File: config.mk
export PLATFORM = sky130hd
export DESIGN_NAME = mantle_lane_permute_pipe_flat
export DESIGN_NICKNAME = d
export VERILOG_FILES = /design/src/rtl/mantle_lane_permute_pipe_if.sv /design/src/rtl/mantle_lane_permute_pipe.sv /design/src/flat_wrapper.sv
export SDC_FILE = /design/constraint.sdc
export NUM_CORES = 1
export LEC_CHECK = 0
export BUFFER_PORTS_ARGS = -buffer_cell sky130_fd_sc_hd__buf_2
export CAP_MARGIN = 20
export CELL_PAD_IN_SITES_DETAIL_PLACEMENT = 1
export CELL_PAD_IN_SITES_GLOBAL_PLACEMENT = 1
export CORE_MARGIN = 2
export CORE_UTILIZATION = 43
export CTS_BUF_LIST = sky130_fd_sc_hd__clkbuf_8
export DETAILED_ROUTE_END_ITERATION = 8
export HOLD_SLACK_MARGIN = 0.06
export PLACE_DENSITY = 0.82
export SLEW_MARGIN = 15
export SYNTH_ARGS = -nofsm -noshare
export SYNTH_HDL_FRONTEND = slang
export SYNTH_SLANG_ARGS = --single-unit
export TNS_END_PERCENT = 50
File: constraint.sdc
create_clock -name CLK -period 1.9 [get_ports CLK]
set_clock_uncertainty 0.2 [all_clocks]
set_input_delay 0.19 -clock CLK [delete_from_list [all_inputs] [get_ports CLK]]
set_output_delay 0.19 -clock CLK [all_outputs]
set_load 0.01 [all_outputs]
File: src/rtl/mantle_lane_permute_pipe_if.sv
// Handshake bundle for mantle_lane_permute_pipe: input beat side and output beat side.
// master = the block's environment, slave = the permuter itself.
interface mantle_lane_permute_pipe_if #(
    parameter int LANES  = 2,
    parameter int LANE_W = 8
);
    localparam int W  = LANES * LANE_W;
    localparam int RW = $clog2(LANES);

    logic          in_valid;
    logic          in_ready;
    logic [W-1:0]  in_data;
    logic [1:0]    in_mode;
    logic [RW-1:0] in_rot;
    logic          out_valid;
    logic          out_ready;
    logic [W-1:0]  out_data;

    modport master (
        output in_valid, in_data, in_mode, in_rot, out_ready,
        input  in_ready, out_valid, out_data
    );

    modport slave (
        input  in_valid, in_data, in_mode, in_rot, out_ready,
        output in_ready, out_valid, out_data
    );
endinterface

File: src/rtl/mantle_lane_permute_pipe.sv
// Registered lane permuter (pass/reverse/rotate/pair-swap) behind a 2-entry skid buffer.
// Optional 16-bit output-transfer counter enabled by `define MANTLE_PERMUTE_COUNT_EN.
module mantle_lane_permute_pipe #(
    parameter int LANES  = 2,
    parameter int LANE_W = 8
) (
    input  logic CLK,
    input  logic ASYNCRESET,
    mantle_lane_permute_pipe_if.slave io,
    output logic busy
`ifdef MANTLE_PERMUTE_COUNT_EN
    ,
    output logic [15:0] xfer_count
`endif
);
    localparam int W = LANES * LANE_W;

    typedef enum logic [1:0] {
        EMPTY = 2'd0,
        ONE   = 2'd1,
        FULL  = 2'd2
    } state_t;

    state_t       state_q, state_d;
    logic [W-1:0] main_q, main_d;
    logic [W-1:0] skid_q, skid_d;
    logic         in_ready_q, in_ready_d;
    logic [W-1:0] perm;
    logic         in_xfer;
    logic         out_xfer;

    // Scatter each input lane j to its destination lane k.
    always_comb begin : permute
        int k;
        int rot;
        perm = '0;
        k    = 0;
        rot  = int'(io.in_rot) % LANES;
        for (int j = 0; j < LANES; j++) begin
            case (io.in_mode)
                2'd0:    k = j;
                2'd1:    k = LANES - 1 - j;
                2'd2:    k = (j + rot) % LANES;
                default: k = ((j ^ 1) < LANES) ? (j ^ 1) : j;
            endcase
            perm[k*LANE_W +: LANE_W] = io.in_data[j*LANE_W +: LANE_W];
        end
    end

    assign in_xfer  = io.in_valid & in_ready_q;
    assign out_xfer = (state_q != EMPTY) & io.out_ready;

    always_comb begin
        state_d = state_q;
        main_d  = main_q;
        skid_d  = skid_q;
        unique case (state_q)
            EMPTY: begin
                if (in_xfer) begin
                    state_d = ONE;
                    main_d  = perm;
                end
            end
            ONE: begin
                if (in_xfer && out_xfer) begin
                    main_d = perm;
                end else if (in_xfer) begin
                    state_d = FULL;
                    skid_d  = perm;
                end else if (out_xfer) begin
                    state_d = EMPTY;
                end
            end
            FULL: begin
                if (out_xfer) begin
                    state_d = ONE;
                    main_d  = skid_q;
                end
            end
            default: state_d = EMPTY;
        endcase
        // Registered ready keeps out_ready off any path to in_ready.
        in_ready_d = (state_d != FULL);
    end

    always_ff @(posedge CLK or posedge ASYNCRESET) begin
        if (ASYNCRESET) begin
            state_q    <= EMPTY;
            main_q     <= '0;
            skid_q     <= '0;
            in_ready_q <= 1'b1;
        end else begin
            state_q    <= state_d;
            main_q     <= main_d;
            skid_q     <= skid_d;
            in_ready_q <= in_ready_d;
        end
    end

    assign io.in_ready  = in_ready_q;
    assign io.out_valid = (state_q != EMPTY);
    assign io.out_data  = main_q;
    assign busy         = (state_q != EMPTY);

`ifdef MANTLE_PERMUTE_COUNT_EN
    logic [15:0] cnt_q, cnt_d;

    always_comb begin
        cnt_d = cnt_q + 16'(out_xfer);
    end

    always_ff @(posedge CLK or posedge ASYNCRESET) begin
        if (ASYNCRESET) begin
            cnt_q <= '0;
        end else begin
            cnt_q <= cnt_d;
        end
    end

    assign xfer_count = cnt_q;
`endif
endmodule
File: src/flat_wrapper.sv
// flat-port wrapper written by rule: the top's interface ports become plain ports
module mantle_lane_permute_pipe_flat 
#(
    parameter int LANES  = 2,
    parameter int LANE_W = 8
)
  (CLK, ASYNCRESET, busy, io_in_valid, io_in_data, io_in_mode, io_in_rot, io_out_ready, io_in_ready, io_out_valid, io_out_data);
  mantle_lane_permute_pipe_if #(.LANES(LANES), .LANE_W(LANE_W)) io_i ();
  input  logic CLK;
  input  logic ASYNCRESET;
  output logic busy;
  input wire logic [$bits(io_i.in_valid)-1:0] io_in_valid;
  input wire logic [$bits(io_i.in_data)-1:0] io_in_data;
  input wire logic [$bits(io_i.in_mode)-1:0] io_in_mode;
  input wire logic [$bits(io_i.in_rot)-1:0] io_in_rot;
  input wire logic [$bits(io_i.out_ready)-1:0] io_out_ready;
  output wire logic [$bits(io_i.in_ready)-1:0] io_in_ready;
  output wire logic [$bits(io_i.out_valid)-1:0] io_out_valid;
  output wire logic [$bits(io_i.out_data)-1:0] io_out_data;
  assign io_i.in_valid = io_in_valid;
  assign io_i.in_data = io_in_data;
  assign io_i.in_mode = io_in_mode;
  assign io_i.in_rot = io_in_rot;
  assign io_i.out_ready = io_out_ready;
  assign io_in_ready = io_i.in_ready;
  assign io_out_valid = io_i.out_valid;
  assign io_out_data = io_i.out_data;
  mantle_lane_permute_pipe #(.LANES(LANES), .LANE_W(LANE_W)) u_core (.CLK(CLK), .ASYNCRESET(ASYNCRESET), .io(io_i), .busy(busy));
endmodule
==> out/qor.csv, run 1 <==
metric,value,unit
Psw,1.23,mW
first-pass GRT wire length,9740,um
type of element launching the critical path,primary input,
final cell count without fillers,313,
status,finished clean,
Final GP Congestion,0.778,
top_reg_cell synth,dfrtp_1,
RSZ-0062 raised after global routing,false,
CP max stage cell,dlygate4sd3_1,
worst relative slew slack,69.5,%
Hold Crit Endpoint,u_core.skid_q[0],
clk sinks,35,
DR iter-0 viols,105,
max cap viols,0,
gr ovfl total,0,
Inserted Clock Buffers,5,
number of enable flip-flop cells after synthesis,0,
#FFs+latches synth,35,
setup repair bufs after CTS,0,
Vias/cell,5.92,
measured slew at the worst slew-check pin,0.458,ns
maximum level of the CTS H-tree,2,
GRT Util Overall,24.7,%
DP HPWL,3570,um
synthesized net count,227,
CP Data Arrival Time,1.74,ns
Hold Fails Final Rpt,0,
Avg Inst Size Synth,9.85,um2
HP Class,primary input to flop,
crit path kind,primary input to flop,
die area,5240,um2
fillers,523,
maximum clock path buffer count,2,
Die H,72.4,um
TritonRoute pass-1 iters,4,
Synth Instances,204,
top cell family by delay on the critical path,buffers and inverters,
vias in the first global route,2029,
reg-to-reg endpoint,u_core.skid_q[4],
ANT cells,0,
VDD IR-drop max,0.519,mV
Root Buffer,clkbuf_8,
Static Leak,1.11,nW
clock power share,17.0,%
row count,24,
crit path time final,1.75,ns
TritonCTS clock tree,built,
later-pin clock latency in the skew report,0.31,ns
initial core utilization,45.5,%
Antenna Nets Post-Route,0,
# DRC,0,
Synth warnings,0,
port buffer count,41,
routed vias,1853,
initial antenna violation count,0,
fin crit share,92.1,%
fmax,571,MHz
Post-synth ARST share,100,%
Critical Path Fanout Max,32,
Post-Route Setup TNS,0,ns
critical path capture point type,flop,
Max Transition Viols Final,0,
final setup violating endpoints,0,
Routed WL,5730,um
reg-to-reg startpoint,u_core.io.in_ready,
P per Cell Area,1280,nW/um2
Combinational Power Share,41.4,%
crit-path max cell delay,0.52,ns
WP buf/inv,3,
Routed WL per cell,18.3,um
"setup slack, reg-to-reg",0.24,ns
layout cells sized above 1,28.7,%
die width,72.4,um
IO Pins,42,
worst path required time,1.89,ns
# nets final,283,
DP Cell Count,289,
hold path depth,3,
core area,4410,um2
Switching Share,38.8,%
crit-path cells,dlygate4sd3_1 -> buf_2 -> nand2b_1 -> buf_4 -> a22oi_1 -> o32ai_1,
hold wc startpoint,io_in_data[8],
register share of total power,41.5,%
pin count of the biggest net entering global routing,36,
Cell variety after synth,29,
Pint,1.94,mW
synth-to-layout area growth,22.9,%
clock-pin slew on the worst setup and hold paths,0.07,ns
r2r worst-path depth,4,
sequential area share after synthesis,43.6,%
Post-Synthesis Cell Area,2010,um2
## power groups by stage
stage	clock network (mW)	registers, mW	logic (mW)
2_1_floorplan	0	1.36	0.803
3_3_place_gp	0	1.31	1.23
3_5_place_dp	0	1.32	1.27
4_1_cts	0.558	1.31	1.32
5_1_grt	0.577	1.35	1.45
6_report	0.538	1.31	1.31
## worst max-delay path by stage
stage                  startpoint                endpoint  slack (ns)  cells past startpoint
2_1_floorplan  u_core.io.in_ready  u_core.io.out_data[15]        0.35                      4
3_3_place_gp   u_core.io.in_ready       u_core.skid_q[13]        0.35                      4
3_5_place_dp   u_core.io.in_ready       u_core.skid_q[12]        0.26                      4
4_1_cts              io_out_ready  u_core.io.out_data[15]        0.17                      6
5_1_grt              io_out_ready  u_core.io.out_data[15]        0.02                      6
6_report             io_out_ready  u_core.io.out_data[15]        0.15                      6
## placed cells by master, fill, tap and decap left out, types with 5 or more instances in the layout
cell | Yosys | layout
nand2_1 | 17 | 17
o21ai_0 | 31 | 31
mux2i_1 | 17 | 17
dfrtp_1 | 34 | 34
a22oi_1 | 16 | 16
o32ai_1 | 10 | 10
nor3_1 | 32 | 32
buf_4 | 5 | 13
buf_2 | 7 | 41
dlygate4sd3_1 | 0 | 16
clkbuf_8 | 0 | 5
o32ai_2 | 6 | 6
## Yosys cell counts (2+ instances only)
master	number	area, um2
buf_6	6	67.6
a21oi_1	2	10.0
buf_4	5	37.5
and3b_1	2	17.5
o32ai_2	6	97.6
buf_2	7	35.0
clkbuf_1	2	7.51
nand3b_1	2	15.0
nand2_1	17	63.8
dfrtp_1	34	851
nor3_1	32	160
a22oi_1	16	120
mux2i_1	17	170
o21ai_0	31	155
or2_2	2	12.5
o32ai_1	10	87.6
## cell type report
class / instances / area [um2] / area share [%]
multi-input cells: 147 / 976 / 39.5
flip-flops and latches: 35 / 877 / 35.5
repair buffers: 70 / 463 / 18.8
clock buffers: 5 / 68.8 / 2.79
well taps: 52 / 65.1 / 2.64
clock inverters: 3 / 15.0 / 0.608
inverters: 1 / 3.75 / 0.152
## per-stage QoR
step	hold slack, ns	worst slack (ns)	power [mW]	instance area (um2)	utilization [%]
after floorplan	0.0564	0.346	2.17	2010	-
after global placement	0.116	0.353	2.54	2220	50.4
after detailed placement	0.118	0.256	2.59	2220	50.4
after CTS	0.0624	0.172	3.18	2470	55.9
after global routing	0.104	0.0241	3.38	2470	55.9
final	0.0652	0.150	3.16	2470	55.9
## repair_timing
item,in CTS,in global routing
hold buffers,16,0
resized for setup,0,0
endpoints found under the hold margin,45,0
## flip-flops by register name (all words and copies together) (netlist names)
| register | flops |
|---|---|
| u_core.io.out_data | 16 |
| u_core.skid_q | 16 |
| u_core.io.in_ready | 1 |
| u_core.state_q | 2 |
## routing by layer
layer  vias to the layer above  part of all wire (%)  GRT usage [%]
met3                         9                   4.5           4.44
li1                        878                     -              -
met5                         -                     0              0
met1                       918                    43           30.6
met2                        48                    51           41.6
met4                         0                   1.9           11.7
## cells by family (layout without fill, tap and decap cells)
family                 count (synthesis)  count (layout)  synth area share [%]
AOI/OAI and AO/OA                     69              69                  24.8
buffers and inverters                 22              79                  7.91
DFF                                   35              35                  43.6
muxes                                 17              17                  8.47
and+or+nand+nor                       61              61                  15.2
## worst reg2reg max path, cell delays in order, from the launching register on
cell     delay (ns)
dfstp_2        0.55
and3b_1        0.18
buf_4          0.18
nand2_2        0.20
o21ai_0        0.26
(Power assumes the default switching activity.)
==> run 2: changes to the inputs <==
--- a/config.mk
+++ b/config.mk
@@ -15,6 +15,7 @@
 export DETAILED_ROUTE_END_ITERATION = 8
 export HOLD_SLACK_MARGIN = 0.06
 export PLACE_DENSITY = 0.82
+export RECOVER_POWER = 25
 export SLEW_MARGIN = 15
 export SYNTH_ARGS = -nofsm -noshare
 export SYNTH_HDL_FRONTEND = slang
==> run 2 against run 1 <==
Effect of this change:
- via count about the same
- hold slack about the same
- clock power about the same
- highest routed layer unchanged
- routed wire length increased by 0.10%
- critical path type unchanged
- critical path depth unchanged
==> out/qor.csv, run 2 (synthesis results as in run 1) <==
metric,value,unit
first-pass GRT wire length,9740,um
crit-path max cell delay,0.52,ns
# nets final,283,
fmax,572,MHz
DP HPWL,3570,um
type of element launching the critical path,primary input,
max layer used,met4,
Die H,72.4,um
GRT Util Overall,24.7,%
row count,24,
Inserted Clock Buffers,5,
crit path kind,primary input to flop,
most frequent cells in the layout,"41 x buf_2, 34 x dfrtp_1, 32 x nor3_1",
Antenna Nets Post-Route,0,
crit path time final,1.75,ns
Final GP Congestion,0.778,
maximum clock path buffer count,2,
CP max stage cell,dlygate4sd3_1,
clk sinks,35,
Routed WL per cell,18.3,um
pin count of the biggest net entering global routing,36,
crit-path cells,dlygate4sd3_1 -> buf_2 -> nand2b_1 -> buf_4 -> a22oi_1 -> o32ai_1,
"most common cell after layout, fill and taps aside",buf_2,
Vias/cell,5.92,
total power,3.16,mW
RSZ-0062 raised after global routing,false,
TritonCTS clock tree,built,
layout cells sized above 1,28.7,%
later-pin clock latency in the skew report,0.31,ns
Hold WS,0.0652,ns
TritonRoute pass-1 iters,4,
Hold Fails Final Rpt,0,
ANT cells,0,
DR WL met3,275,um
clock-pin slew on the worst setup and hold paths,0.07,ns
synth-to-layout area growth,22.7,%
core area,4410,um2
VDD IR-drop max,0.519,mV
met1 WL,2450,um
max cap viols,0,
vias in the first global route,2029,
status,finished clean,
DR iter-0 viols,105,
IO Pins,42,
routed vias,1852,
Max Transition Viols Final,0,
initial core utilization,45.5,%
Critical Path Fanout Max,32,
Root Buffer,clkbuf_8,
final setup violating endpoints,0,
die width,72.4,um
worst relative slew slack,41.0,%
CP Data Arrival Time,1.74,ns
fin crit share,92.0,%
maximum level of the CTS H-tree,2,
port buffer count,41,
met2 WL post-DR,2900,um
P per Cell Area,1280,nW/um2
Routed WL,5730,um
critical path capture point type,flop,
measured slew at the worst slew-check pin,0.885,ns
Post-Route Setup TNS,0,ns
# DRC,0,
gr ovfl total,0,
worst path required time,1.89,ns
Static Leak,1.11,nW
initial antenna violation count,0,
die area,5240,um2
HP Class,primary input to flop,
## run 2: changes by cell type in the layout (fill, tap and decap cells not counted)
cell | before | now
buf_4 | 13 | 12
clkbuf_2 | 0 | 1
## run 2: critical path, delay by kind of cell
family | cells | cell delay, ns
buffers and inverters | 3 | 0.98
AND/OR/NAND/NOR | 1 | 0.12
AO/OA/AOI/OAI | 2 | 0.43
## run 2: cell type report
| class | count | area [um2] |
|---|---|---|
| inverters | 1 | 3.75 |
| clock inverters | 3 | 15.0 |
| flip-flops and latches | 35 | 877 |
| multi-input cells | 147 | 976 |
| clock buffers | 5 | 68.8 |
| well taps | 52 | 65.1 |
| fillers | 523 | 1950 |
| repair buffers | 70 | 460 |
## run 2: path summary, 6_finish.rpt
| kind | from | endpoint | slack, ns | cells past startpoint |
|---|---|---|---|---|
| max | io_out_ready | u_core.io.out_data[15] | 0.15 | 6 |
| min | io_in_data[8] | u_core.skid_q[0] | 0.07 | 3 |
| max reg2reg | u_core.io.in_ready | u_core.skid_q[4] | 0.24 | 4 |
| min reg2reg | u_core.skid_q[9] | u_core.skid_q[9] | 0.31 | 2 |
| max in group asynchronous | ASYNCRESET | u_core.skid_q[2] | 0.45 | 4 |
| min in group asynchronous | ASYNCRESET | u_core.io.out_data[12] | 0.50 | 4 |
## run 2: where the power goes
group | total, mW | switching, mW | internal (mW) | leakage, nW
logic | 1.31 | 0.732 | 0.577 | 0.635
clock network | 0.539 | 0.288 | 0.251 | 0.0477
registers | 1.31 | 0.207 | 1.11 | 0.429
total | 3.16 | 1.23 | 1.93 | 1.11
## run 2: per-layer routing
metal	up-vias	GRT usage, %
met4	0	11.7
met3	9	4.44
met1	913	30.6
li1	879	-
met5	-	0
met2	51	41.6
## run 2: what timing repair did
item	CTS	global route
buffers inserted	0	0
endpoints found under the setup margin	0	0
gates resized for setup	0	0
hold buffers	16	0
endpoints found under the hold margin	45	0
## run 2: stage by stage
step	instance area (um2)	setup WS [ns]	std cells	utilization (%)
2_1_floorplan	2010	0.346	204	-
3_3_place_gp	2220	0.353	289	50.4
3_5_place_dp	2220	0.256	289	50.4
4_1_cts	2470	0.172	313	55.9
5_1_grt	2470	0.0241	313	55.9
6_report	2470	0.151	313	55.9
